[src/rtl/vc_dest_arbiter.sv]
// Round-robin scheduler moving head words from VC0/VC1 into D0/D1.
// Tracks D-FIFO fill against the almost-full threshold and flags overflow.
module vc_dest_arbiter #(
    parameter int BITNUMBER  = 8,
    parameter int LENGTH     = 8,
    parameter int FIFO_DEPTH = 8,
    parameter int DEST_BIT   = 5
) (
    input  logic                 clk,
    input  logic                 reset,
    input  logic                 init,
    input  logic [LENGTH-1:0]    Umbral_D_in,
    input  logic                 VC0_empty,
    input  logic                 VC1_empty,
    input  logic [BITNUMBER-1:0] VC0_data,
    input  logic [BITNUMBER-1:0] VC1_data,
    input  logic [LENGTH-1:0]    D0_count,
    input  logic [LENGTH-1:0]    D1_count,
    output logic                 VC0_pop,
    output logic                 VC1_pop,
    output logic                 D0_push,
    output logic                 D1_push,
    output logic [BITNUMBER-1:0] data_out,
    output logic [2:0]           state,
    output logic                 idle,
    output logic                 error
);

    typedef enum logic [2:0] {
        S_RESET  = 3'd0,
        S_INIT   = 3'd1,
        S_IDLE   = 3'd2,
        S_ACTIVE = 3'd3,
        S_ERROR  = 3'd4
    } state_t;

    localparam logic [LENGTH-1:0] DEPTH   = LENGTH'(FIFO_DEPTH);
    localparam logic [LENGTH:0]   DEPTH_W = (LENGTH+1)'(FIFO_DEPTH);

    state_t                 st;
    logic [LENGTH-1:0]      umbral_d;
    logic                   rr_ptr;
    logic [LENGTH:0]        limit;
    logic [LENGTH:0]        fill0;
    logic [LENGTH:0]        fill1;
    logic                   pause0;
    logic                   pause1;
    logic                   elig0;
    logic                   elig1;
    logic                   elig_any;
    logic                   overflow;
    logic                   grant_en;
    logic                   pop_any;
    logic                   push_pend;
    logic [BITNUMBER-1:0]   pick_data;
    logic                   pick_dest;
    logic [LENGTH-1:0]      umbral_clamp;

    // Registered push counts as already occupying a slot.
    assign limit  = DEPTH_W - {1'b0, umbral_d};
    assign fill0  = {1'b0, D0_count} + {{LENGTH{1'b0}}, D0_push};
    assign fill1  = {1'b0, D1_count} + {{LENGTH{1'b0}}, D1_push};
    assign pause0 = fill0 >= limit;
    assign pause1 = fill1 >= limit;

    assign elig0 = !VC0_empty && !(VC0_data[DEST_BIT] ? pause1 : pause0);
    assign elig1 = !VC1_empty && !(VC1_data[DEST_BIT] ? pause1 : pause0);
    assign elig_any = elig0 || elig1;

    assign overflow = (D0_push && D0_count >= DEPTH) ||
                      (D1_push && D1_count >= DEPTH);
    assign push_pend = D0_push || D1_push;
    assign grant_en  = (st == S_IDLE || st == S_ACTIVE) && !overflow;

    always_comb begin
        VC0_pop = 1'b0;
        VC1_pop = 1'b0;
        if (grant_en) begin
            if (elig0 && elig1) begin
                VC0_pop = rr_ptr;
                VC1_pop = !rr_ptr;
            end else begin
                VC0_pop = elig0;
                VC1_pop = elig1;
            end
        end
    end

    assign pop_any   = VC0_pop || VC1_pop;
    assign pick_data = VC1_pop ? VC1_data : VC0_data;
    assign pick_dest = pick_data[DEST_BIT];
    assign umbral_clamp = (Umbral_D_in > DEPTH) ? DEPTH : Umbral_D_in;

    always_ff @(posedge clk or negedge reset) begin
        if (!reset) begin
            st       <= S_RESET;
            umbral_d <= '0;
            D0_push  <= 1'b0;
            D1_push  <= 1'b0;
            data_out <= '0;
            rr_ptr   <= 1'b0;
        end else begin
            D0_push <= pop_any && !pick_dest;
            D1_push <= pop_any && pick_dest;
            if (pop_any) begin
                data_out <= pick_data;
                rr_ptr   <= VC1_pop;
            end
            if (st == S_INIT && init)
                umbral_d <= umbral_clamp;
            if (st == S_RESET)
                st <= S_INIT;
            else if (init)
                st <= S_INIT;
            else if (overflow)
                st <= S_ERROR;
            else begin
                case (st)
                    S_INIT:   st <= S_IDLE;
                    S_IDLE:   if (elig_any) st <= S_ACTIVE;
                    S_ACTIVE: if (!elig_any && !push_pend) st <= S_IDLE;
                    default:  st <= st;
                endcase
            end
        end
    end

    assign state = st;
    assign idle  = (st == S_IDLE);
    assign error = (st == S_ERROR);

endmodule

[config.mk]
export PLATFORM = sky130hd
export DESIGN_NAME = vc_dest_arbiter
export DESIGN_NICKNAME = d
export VERILOG_FILES = /design/src/rtl/vc_dest_arbiter.sv
export SDC_FILE = /design/constraint.sdc
export NUM_CORES = 1
export LEC_CHECK = 0
export ABC_AREA = 0
export ABC_CLOCK_PERIOD_IN_PS = 8500
export CAP_MARGIN = 20
export CORE_ASPECT_RATIO = 1.2
export CORE_MARGIN = 1
export CORE_UTILIZATION = 50
export CTS_CLUSTER_DIAMETER = 60
export CTS_CLUSTER_SIZE = 24
export DETAILED_ROUTE_END_ITERATION = 8
export GPL_TIMING_DRIVEN = 0
export PLACE_DENSITY_LB_ADDON = 0.1
export SLEW_MARGIN = 20
export SYNTH_ARGS = -nofsm -noshare
export SYNTH_HDL_FRONTEND = slang
export SYNTH_SLANG_ARGS = --single-unit
[constraint.sdc]
create_clock -name clk -period 8.5 [get_ports clk]
set_input_delay 1.275 -clock clk [delete_from_list [all_inputs] [get_ports clk]]
set_output_delay 1.275 -clock clk [all_outputs]
set_load 0.02 [all_outputs]
# --- After elaboration in Yosys (flattened, before gate mapping) ---
# Index checks and enable logic that the tools add are counted.
word_totals:
  input_bits: 45
  reg_bits: 22
  elab_cells: 61
  out_inout_bits: 17
classes:
  reduce_logical: 27
  addsub: 3
  n_mux: 14
  eq_ne: 6
  order_cmp: 5
op_table:
  columns: ["operator", "n"]
  rows:
  - ["adder 8 x 1 -> 9 bit", 2]
  - ["greater-or-equal comparator 9 bit", 2]
  - ["greater-or-equal comparator 8 x 4 -> 1 bit, second input constant", 2]
  - ["2-to-1 mux 8 bit", 2]
  - ["2-to-1 mux 3 bit", 5]
  - ["logical AND 1 bit", 10]
  - ["logical NOT 1 bit", 9]
  - ["case mux 3 bit (3 select lines)", 1]
  - ["subtractor 4 x 8 -> 9 bit, first input constant", 1]
  - ["> comparator 8 x 4 -> 1 bit, second input constant", 1]
  - ["== test 3 x 2 -> 1 bit, second input constant", 2]
  - ["2-to-1 mux 1 bit", 6]
  - ["nonzero test 6 bit", 1]
  - ["logical OR 1 bit", 5]
  - ["!= test 5 x 2 -> 1 bit, second input constant", 1]
  - ["!= test 5 x 3 -> 1 bit, second input constant", 1]
  - ["== test 3 x 1 -> 1 bit, second input constant", 1]
  - ["== test 3 bit, second input constant", 1]
  - ["logical NOT 3 bit", 1]
  - ["AND reduction 3 bit", 1]

# --- Longest topological paths before layout ---
# Gate-level depths: netlist of the first run.
logic_depth:
  word_depth: 13
  mapped_depth: 16
  depth_no_buf: 15

# --- Least setup slack after synthesis of the first run ---
# Ideal clock, no wire load.
synth_timing:
  path_kind: "in2out"
  startpoint: "input D1_count[0]"
  endpoint: "output VC0_pop"
  stages: 12
  t_arrival_ps: 4143
  path_slack_ps: 3082
  required_ps: 7225
  path_buffers: 0
  cell_sequence: "ha_1 -> ha_1 -> nand3_1 -> xnor2_1 -> ha_1 -> a21o_1 -> a21oi_1 -> o21ai_0 -> maj3_1 -> o21a_1 -> a211o_1 -> a221oi_1"
synth_via:
  elab_chain_len: 8
  word_cells_on_any_way: 16
  classes_between: "add/sub (1); order compare (2); mux (4); reduce/logical (9)"
synth_lines:
  columns: ["element", "line", "source"]
  rows:
  - ["start, declared", "18", "input logic [LENGTH-1:0] D1_count,"]
  - ["adder 8 x 1 -> 9 bit", "62", "assign fill1 = {1'b0, D1_count} + {{LENGTH{1'b0}}, D1_push};"]
  - ["greater-or-equal comparator 9 bit", "64", "assign pause1 = fill1 >= limit;"]
  - ["2-to-1 mux 1 bit (on tied branches)", "66, 67", null]
  - ["logical NOT 1 bit (on tied branches)", "66, 67", null]
  - ["logical AND 1 bit (on tied branches)", "66, 67", null]
  - ["logical AND 1 bit", "79", "if (elig0 && elig1) begin"]
  - ["2-to-1 mux 1 bit", "79", null]
  - ["2-to-1 mux 1 bit (*)", "78", "if (grant_en) begin"]
  - ["end, declared", "19", "output logic VC0_pop,"]
# Mark *: on every way between the ends. The rest lies on a longest branch, timed or not.

# --- Final worst setup path of the first run ---
layout_timing:
  startpoint: "input D0_count[0]"
  endpoint: "output VC0_pop"
layout_via:
  elab_chain_len: 8
  word_cells_on_any_way: 16
  classes_between: "add/sub (1); order compare (2); mux (4); reduce/logical (9)"
layout_lines:
  columns: ["element", "line", "source"]
  rows:
  - ["start, declared", "17", "input logic [LENGTH-1:0] D0_count,"]
  - ["adder 8 x 1 -> 9 bit", "61", "assign fill0 = {1'b0, D0_count} + {{LENGTH{1'b0}}, D0_push};"]
  - ["greater-or-equal comparator 9 bit", "63", "assign pause0 = fill0 >= limit;"]
  - ["2-to-1 mux 1 bit (on tied branches)", "66, 67", null]
  - ["logical NOT 1 bit (on tied branches)", "66, 67", null]
  - ["logical AND 1 bit (on tied branches)", "66, 67", null]
  - ["logical AND 1 bit", "79", null]
  - ["2-to-1 mux 1 bit", "79", null]
  - ["2-to-1 mux 1 bit (*)", "78", null]
# Marks and branches as above.

==> results of run 1 <==
-- logic make-up after synthesis --
group,Yosys count
and+or+nand+nor,94
AOI/OAI and AO/OA,58
DFF,22
adders and majority gates,20
xor gates and xnor gates,17
buffers and inverters,12
muxes,1
-- path summary, 6_finish.rpt --
path / start / to / slack [ns] / cells past startpoint
max in group asynchronous: reset / umbral_d[6] / 6.37 / 1
min in group asynchronous: reset / state[2] / 1.54 / 1
hold / removal: data_out[4] / data_out[4] / 0.56 / 2
setup / recovery: D0_count[0] / VC0_pop / 1.96 / 14
setup reg to reg: D1_push / data_out[0] / 4.54 / 15
hold reg to reg: data_out[4] / data_out[4] / 0.56 / 2
-- state kept, by name (all words and copies together) (netlist names) --
name      cells
rr_ptr        1
state         3
data_out      8
D0_push       1
D1_push       1
umbral_d      8
-- through the flow --
stage	worst slack, ns	hold slack (ns)
floorplan	3.08	0.504
global placement	1.98	0.524
detailed placement	1.99	0.539
CTS	1.95	0.558
global route	1.64	0.585
finish	1.96	0.556
-- worst min-delay path, cell delays in order, from the launching register on --
cell and delay (ns):
dfrtp_1 0.35, nor2_1 0.05, a31oi_1 0.12
-- final cells by class --
class | count | area (µm²) | share of cell area
sequential | 22 | 551 | 0.205
multi-input combinational | 190 | 1330 | 0.496
buffer | 4 | 23.8 | 0.00887
timing repair buffer | 61 | 611 | 0.228
clock buffer | 3 | 41.3 | 0.0154
tap | 52 | 65.1 | 0.0243
inverter | 8 | 30.0 | 0.0112
clock inverter | 1 | 30.0 | 0.0112
-- cell usage in the layout (no fill, tap or decap), types with 2 or more instances in the layout --
master           instances
a21o_1                   5
and3_1                   4
a211oi_1                 3
nor3_1                   2
a21oi_1                  4
a31oi_2                  2
xor2_1                   7
a221oi_1                 3
or4_1                    3
clkdlybuf4s50_1         61
clkbuf_8                 3
inv_1                    8
a211o_1                  2
and2_1                   5
o21ai_0                 15
o21a_1                   2
xnor2_1                  9
nor2_1                  26
nand3_1                 22
nor2b_1                  2
a31oi_1                  8
nor3b_1                  4
o21ai_1                  2
or2_2                    2
nand2b_1                 3
ha_1                    19
dfrtp_1                 22
nand4_1                  4
buf_4                    2
nand2_1                 11
-- report_power, final --
| part | switching, mW | internal [mW] | leakage [nW] | total [mW] |
|---|---|---|---|---|
| Sequential | 0.0260 | 0.136 | 0.272 | 0.162 |
| Clock | 0.0335 | 0.0629 | 0.0357 | 0.0963 |
| Combinational | 0.200 | 0.164 | 0.775 | 0.364 |
-- metal layers --
layer	vias to the layer above	track usage	wire, µm
met3	8	0.0315	231
met4	0	0.0635	61
li1	966	-	-
met1	927	0.323	2190
met2	63	0.449	2420
met5	-	0	0
-- cells in the mapped netlist (2+ instances only) --
| master | number |
|---|---|
| nor2b_1 | 2 |
| or4_1 | 3 |
| a31oi_2 | 2 |
| nor2_1 | 26 |
| nor3b_1 | 4 |
| a211o_1 | 2 |
| nand4_1 | 4 |
| a211oi_1 | 3 |
| and2_1 | 5 |
| nand2_1 | 11 |
| a221oi_1 | 3 |
| nand3_1 | 22 |
| ha_1 | 19 |
| and3_1 | 4 |
| nand2b_1 | 3 |
| a31oi_1 | 8 |
| nor3_1 | 2 |
| a21oi_1 | 4 |
| xor2_1 | 7 |
| o21ai_0 | 15 |
| o21ai_1 | 2 |
| inv_1 | 8 |
| buf_4 | 2 |
| xnor2_1 | 9 |
| or2_2 | 2 |
| dfrtp_1 | 22 |
| a21o_1 | 5 |
| o21a_1 | 2 |
==> impl_metrics.yaml, run 1 <==
sta:
  timing_hold_violations_final: 0
  finalSetupTns_ns: 0
  tightest_slew_ns: 0.962
  period_needed_ns: 6.54
  skew_ns: 0.00959
  finalCritPeriodShare: 0.770
  grt_setup_unrepaired: "false"
  drv_slew: 0
  finalSetupViolCount: 0
  slew_headroom: 0.356
  fmax_mhz: 153
logic_synthesis:
  synth_area_leader_cell: "dfrtp_1"
  postSynth.asyncResetShare: 1.00
  synth_edf_count: 0
  muxShareOfSynthArea: 0.00518
  synth_area_leaders: "dfrtp_1 28%, ha_1 12%, nand3_1 5.7%"
  syn_avg_cell_area_um2: 8.63
  yosysWarnings: 0
  synth_compound_area_frac: 0.222
  syn-num-nets: 288
  synth.distinct_cells: 51
  postSynthRegisterBits: 22
  synth-main-ff-cell: "dfrtp_1"
  synth-simple-area-share: 0.251
  synth_area_um2: 1930
  synth_top_family_by_area: "simple AND/OR/NAND/NOR gates"
  syn_inst: 224
  synth-adder-area-share: 0.128
  ys_seq_area_frac: 0.285
  synth_xor_area_frac: 0.0809
  synth_top_area_frac: 0.285
global_route:
  grt_overflow_total: 0
  grt_pass1_wl_mm: 8.18
  grt_start_max_net_pins: 23
  antenna_found_initial: 0
  grt_pass1_vias: 1951
  gr-usage-all-layers: 0.255
detailed_routing:
  wl_mm: 4.90
  remaining_drc_errors: 0
  drtPass1Iterations: 4
  drtAntennaViolNets: 0
  drt_iter0_drc: 86
  vias_per_cell: 5.76
  wl_per_cell_um: 14.4
  vias: 1964
clock_network:
  clock_latency_ns: 0.26
  numCtsBuffers: 3
  clkSinkCount: 22
  tritoncts: "built"
  cts_hold_buf: 0
  cts_buffer_depth: 2
  cts_resized: 0
  root_buffer: "clkbuf_8"
  cts_setup_buffers: 0
  h-tree-depth: 1
  path_clk_slew_ns: 0.08
layout:
  fill_cells: 311
  final_util: 0.732
  final_area_um2: 2680
  syn2layout_area_growth_pct: 38.6
  nets: 354
  drive_gt1_frac: 0.0588
  instances_no_fill: 341
  n_antenna_cell: 0
pwr:
  p_per_area_nw_per_um2: 232
  p_leak_nw: 1.08
  total_power_uw: 622
  ir_drop_mv: 0.195
die:
  start_util: 0.528
  die_area_um2: 4120
  core_area_um2: 3660
  std_cell_rows: 24
  dieHeight_um: 70.1
  pin_count: 62
  die-width_um: 58.8
worst_setup_path:
  critPathMaxFanout: 9
  crit_family: "compound AO/OA/AOI/OAI gates"
  cp-end-kind: "output port"
  crit_chain: "clkdlybuf4s50_1, ha_1, ha_1, nand3_1, xnor2_1, ha_1, a21o_1, a221oi_1, o21bai_1, a211oi_1, o41a_1, clkbuf_1, a221oi_1, clkdlybuf4s50_1"
  worst-path-buf-inv: 3
  crit_top_cell: "ha_1"
  worstPathRequired_ns: 7.22
  path_class: "primary input to output port"
  startpoint_type: "primary input"
  arrival_ns: 5.27
  max_stage_delay_ns: 0.57
  cp_slowest_cell: "clkdlybuf4s50_1"
placed_design:
  dpl_cell_area_um2: 2610
  dpl.cell_count: 337
  gp_congestion: 0.797
  numPortBuffers: 61
  dp_hpwl_mm: 4.01
job:
  max_cap_violations: 0
status:
  status: "complete, no violations"
min_path:
  hp-class: "flop to flop"
Note: power is estimated with default switching activity, not from simulation.
==> run 2: changes to the inputs <==
Settings changed: ABC_CLOCK_PERIOD_IN_PS 8500 to 5400, CORE_UTILIZATION 50 to 42.
Clock period 8.5 ns to 5.4 ns, I/O delays scaled along.
==> run 2 against run 1 <==
Net effect: sequential share of layout area shrank 0.26 points; cell area up 1.3%; via count decreased by 1.9%; setup slack got worse by 1.7 ns; register-to-register slack got worse by 2.9 ns; clock skew decreased by 0.0040 ns; cell count rose by 1.5%; clock power up 7%; first-iteration DRC count is 30% lower; non-clock buffer count is 2 higher; routed wire length is 2.6% higher.
==> impl_metrics.yaml, run 2 (same netlist as run 1, synthesis figures left out) <==
pwr:
  p_sw_frac: 0.431
  clkPwrFrac: 0.107
  p_switching_uw: 413
  p_per_area_nw_per_um2: 353
  p_leak_nw: 1.10
  p_int_uw: 545
  seqPwrFrac: 0.264
  ir_drop_mv: 0.214
  combPwrFrac: 0.629
layout:
  final_util: 0.627
  n_antenna_cell: 0
  fill_cells: 396
  nets: 356
  final_area_um2: 2710
  syn2layout_area_growth_pct: 40.4
  final_common_cell: "clkdlybuf4s50_1"
  layout_common_cells: "58 x clkdlybuf4s50_1, 26 x nor2_1, 22 x dfrtp_1, 22 x nand3_1, 17 x ha_1"
  drive_gt1_frac: 0.0931
die:
  dieHeight_um: 76.3
  die-width_um: 63.9
  start_util: 0.447
  pin_count: 62
  core_area_um2: 4330
  std_cell_rows: 26
  die_area_um2: 4880
global_route:
  grt_pass1_wl_mm: 8.64
  grt_start_max_net_pins: 23
  grt_pass1_vias: 1903
  antenna_found_initial: 0
  grt_overflow_total: 0
  gr-usage-all-layers: 0.224
detailed_routing:
  wl_mm: 5.03
  wl_per_cell_um: 14.5
  remaining_drc_errors: 0
  drt_iter0_drc: 60
  drtPass1Iterations: 4
  vias_per_cell: 5.57
  drtAntennaViolNets: 0
  vias: 1927
clock_network:
  h-tree-depth: 1
  cts_buffer_depth: 2
  tritoncts: "built"
  cts_hold_buf: 0
  root_buffer: "clkbuf_8"
  numCtsBuffers: 3
  path_clk_slew_ns: 0.08
  clock_latency_ns: 0.27
  clkSinkCount: 22
worst_setup_path:
  crit_family: "compound AO/OA/AOI/OAI gates"
  max_stage_delay_ns: 0.47
  cp-end-kind: "output port"
  path_class: "primary input to output port"
  worst-path-buf-inv: 2
  r2r_start: "D1_push"
  cp_slowest_cell: "clkdlybuf4s50_1"
  critPathMaxFanout: 5
  crit_top_cell: "ha_1"
  worstPathRequired_ns: 4.59
  startpoint_type: "primary input"
  crit_path_start: "D1_count[0]"
  arrival_ns: 4.33
  rr_worst_depth: 15
  timing.reg2reg.setup_slack_ns: 1.60
  reg2reg_to: "data_out[0]"
  crit_chain: "clkdlybuf4s50_1, ha_1, ha_2, nand3_1, xnor2_1, ha_1, a21o_1, a21oi_1, o21ai_0, maj3_1, o21a_1, a211o_1, a221oi_1, clkdlybuf4s15_1"
placed_design:
  gp_congestion: 0.842
  dp_hpwl_mm: 3.83
  dpl_cell_area_um2: 2610
  numPortBuffers: 61
sta:
  skew_ns: 0.00564
  timing_hold_violations_final: 0
  finalSetupViolCount: 0
  tightest_slew_ns: 0.494
  finalCritPeriodShare: 0.951
  grt_setup_unrepaired: "false"
  period_needed_ns: 5.14
  slew_headroom: 0.667
  drv_slew: 0
  fmax_mhz: 195
job:
  max_cap_violations: 0
status:
  status: "complete, no violations"
min_path:
  hp-class: "primary input to async pin"
[run 2: cell types whose count changed in the layout (fill, tap and decap cells not counted), moves of 2 or more]
cell             change
buf_4                +3
a211oi_2             +2
a211oi_1             -2
ha_2                 +2
clkdlybuf4s50_1      -3
ha_1                 -2
[run 2: layout make-up]
cell class | count | area (µm²) | share of cell area
plain buffers | 3 | 20.0 | 0.00738
clock buffers | 3 | 41.3 | 0.0152
inverters | 8 | 30.0 | 0.0111
multi-input cells | 190 | 1370 | 0.505
flip-flops and latches | 22 | 551 | 0.203
well taps | 56 | 70.1 | 0.0258
repair buffers | 64 | 631 | 0.232
[run 2: routing by layer]
| layer | wire length [µm] | vias up | global-route usage |
|---|---|---|---|
| li1 | - | 972 | - |
| met1 | 2200 | 896 | 0.283 |
| met2 | 2520 | 54 | 0.381 |
| met3 | 249 | 5 | 0.0299 |
| met4 | 68 | 0 | 0.0886 |
| met5 | 0 | - | 0 |
[run 2: worst max-delay path by stage]
stage	depth (start not counted)	slack [ns]	endpoint
floorplan	12	0.91	VC0_pop
global placement	14	-0.22	VC0_pop
detailed placement	14	-0.22	VC0_pop
CTS	14	0.05	VC1_pop
global route	14	0.02	VC0_pop
finish	14	0.26	VC0_pop
[run 2: metrics by stage]
step	total power [mW]	setup WS, ns	hold WS [ns]	TNS (ns)	cells
after floorplan	0.605	0.912	0.504	0	224
after global placement	0.812	-0.220	0.529	-0.384	341
after detailed placement	0.817	-0.216	0.528	-0.393	341
after CTS	0.937	0.0466	0.548	0	343
after global routing	1.04	0.0174	0.539	0	346
final	0.958	0.263	0.496	0	346
[run 2: power by group through the flow]
stage               sequential, mW  combinational (mW)  clock (mW)
detailed placement           0.256               0.562           0
floorplan                    0.301               0.304           0
global placement             0.256               0.555           0
finish                       0.253               0.602       0.103
global route                 0.261               0.666       0.113
CTS                          0.253               0.579       0.105
[run 2: what timing repair did]
| item | in CTS | in global routing |
|---|---|---|
| resized for setup | 4 | 7 |
| buffers inserted | 0 | 3 |
| setup endpoints to repair | 2 | 2 |
| pin swaps | 0 | 2 |
==> run 3: changes to the inputs <==
Settings changed: CELL_PAD_IN_SITES_DETAIL_PLACEMENT set to 1, CELL_PAD_IN_SITES_GLOBAL_PLACEMENT set to 2, CORE_UTILIZATION 42 to 24.
==> run 3 against run 2 <==
Net effect: the run now ends with design-rule violations left; sequential cell count did not move; global-route usage fell by 8.2 points; non-clock buffer count fell by 2; sequential power rose by 2%; critical path type unchanged; utilization fell by 27 points; maximum frequency fell by 2.1%.
==> impl_metrics.yaml, run 3 (same netlist as run 1, synthesis figures left out) <==
worst_setup_path:
  critPathMaxFanout: 10
  worstPathRequired_ns: 4.59
  crit_chain: "clkdlybuf4s50_1, ha_1, ha_1, nand3_1, xnor2_1, ha_1, a21o_1, a221oi_2, o21bai_1, a211oi_2, o41ai_4, buf_4, nor2_1, clkdlybuf4s50_1"
  r2r_start: "umbral_d[0]"
  cp-end-kind: "output port"
  timing.reg2reg.setup_slack_ns: 1.40
  path_class: "primary input to output port"
  crit_top_cell: "ha_1"
  max_stage_delay_ns: 0.61
  cp_slowest_cell: "clkdlybuf4s50_1"
  rr_worst_depth: 16
  arrival_ns: 4.44
  reg2reg_to: "data_out[0]"
  startpoint_type: "primary input"
layout:
  syn2layout_area_growth_pct: 42.1
  fill_cells: 910
  drive_gt1_frac: 0.0900
  n_antenna_cell: 0
  nets: 354
  layout_common_cells: "59 x clkdlybuf4s50_1, 26 x nor2_1, 22 x dfrtp_1, 22 x nand3_1, 18 x ha_1"
  instances_no_fill: 381
  final_common_cell: "clkdlybuf4s50_1"
  final_area_um2: 2750
global_route:
  grt_pass1_wl_mm: 9.53
  grt_pass1_vias: 1947
  gr-usage-all-layers: 0.142
  antenna_found_initial: 0
  grt_overflow_total: 0
  grt_start_max_net_pins: 23
clock_network:
  path_clk_slew_ns: 0.08
  clkSinkCount: 22
  root_buffer: "clkbuf_8"
  cts_buffer_depth: 2
  h-tree-depth: 1
  tritoncts: "built"
  numCtsBuffers: 3
  clock_latency_ns: 0.27
detailed_routing:
  drt_iter0_drc: 43
  vias: 1920
  wl_per_cell_um: 15.5
  drtAntennaViolNets: 0
  remaining_drc_errors: 4
  vias_per_cell: 5.04
  drtPass1Iterations: 5
  wl_mm: 5.89
status:
  failed_checks: "design-rule violations"
  status: "finished, violations left"
sta:
  slew_headroom: 0.607
  period_needed_ns: 5.25
  finalCritPeriodShare: 0.972
  skew_ns: 0.00554
  fmax_mhz: 191
  drv_slew: 0
  final.setup.worst_slack_ns: 0.153
  finalSetupViolCount: 0
  tightest_slew_ns: 0.581
  timing_hold_violations_final: 0
  grt_setup_unrepaired: "true"
  worst_hold_slack_ns: 0.504
die:
  pin_count: 62
  dieHeight_um: 100
  std_cell_rows: 35
  die_area_um2: 8420
  start_util: 0.249
  die-width_um: 83.9
  core_area_um2: 7750
placed_design:
  dpl_cell_area_um2: 2660
  place_ws_ns: -0.359
  gp_congestion: 0.724
  dpl.cell_count: 377
  numPortBuffers: 61
  dp_hpwl_mm: 4.70
pwr:
  p_per_area_nw_per_um2: 356
  p_leak_nw: 1.08
  ir_drop_mv: 0.149
job:
  max_cap_violations: 0
min_path:
  hp-class: "primary input to async pin"
## run 3: how the worst max path moves through the flow
stage	startpoint	end	depth (start not counted)
2_1_floorplan	D1_count[0]	VC0_pop	12
3_3_place_gp	D1_count[0]	VC1_pop	15
3_5_place_dp	D0_count[0]	VC0_pop	14
4_1_cts	D0_count[0]	VC1_pop	14
5_1_grt	D0_count[0]	VC1_pop	14
6_report	D0_count[0]	VC1_pop	14
## run 3: report_power, final
part	internal [mW]	switching, mW
clock	0.0651	0.0558
sequential	0.214	0.0442
combinational	0.270	0.330
total	0.549	0.430
## run 3: worst max-delay path: cells and delay by family
family	cells	cell delay (ns)
fa+ha+maj	3	0.79
buf+inv	3	1.27
simple gates	2	0.23
compound gates	5	1.17
xor+xnor	1	0.15
## run 3: cell type report
| class | count | area (µm²) | share of cell area |
|---|---|---|---|
| Multi-Input combinational cell | 190 | 1370 | 0.498 |
| Timing Repair Buffer | 62 | 608 | 0.221 |
| Sequential cell | 22 | 551 | 0.200 |
| Tap cell | 92 | 115 | 0.0419 |
| Clock buffer | 4 | 55.1 | 0.0200 |
| Inverter | 8 | 30.0 | 0.0109 |
| Buffer | 3 | 20.0 | 0.00729 |
## run 3: what timing repair did
action	CTS	global route
gates resized for setup	5	6
setup buffers	0	1
hold buffers	0	0
pin swaps	0	1
endpoints found under the setup margin	2	2
## run 3: through the flow
stage / power, mW / setup TNS (ns) / util
finish: 0.979 / 0 / 0.354
global route: 1.06 / -0.0267 / 0.354
CTS: 0.985 / 0 / 0.353
detailed placement: 0.842 / -0.653 / 0.343
global placement: 0.838 / -0.625 / 0.343
floorplan: 0.605 / 0 / -
## run 3: layer usage
layer / track usage / part of all wire / vias up
li1: - / - / 966
met1: 0.175 / 0.45 / 912
met2: 0.263 / 0.50 / 37
met3: 0.0148 / 0.032 / 5
met4: 0.0358 / 0.010 / 0
met5: 0 / 0 / -
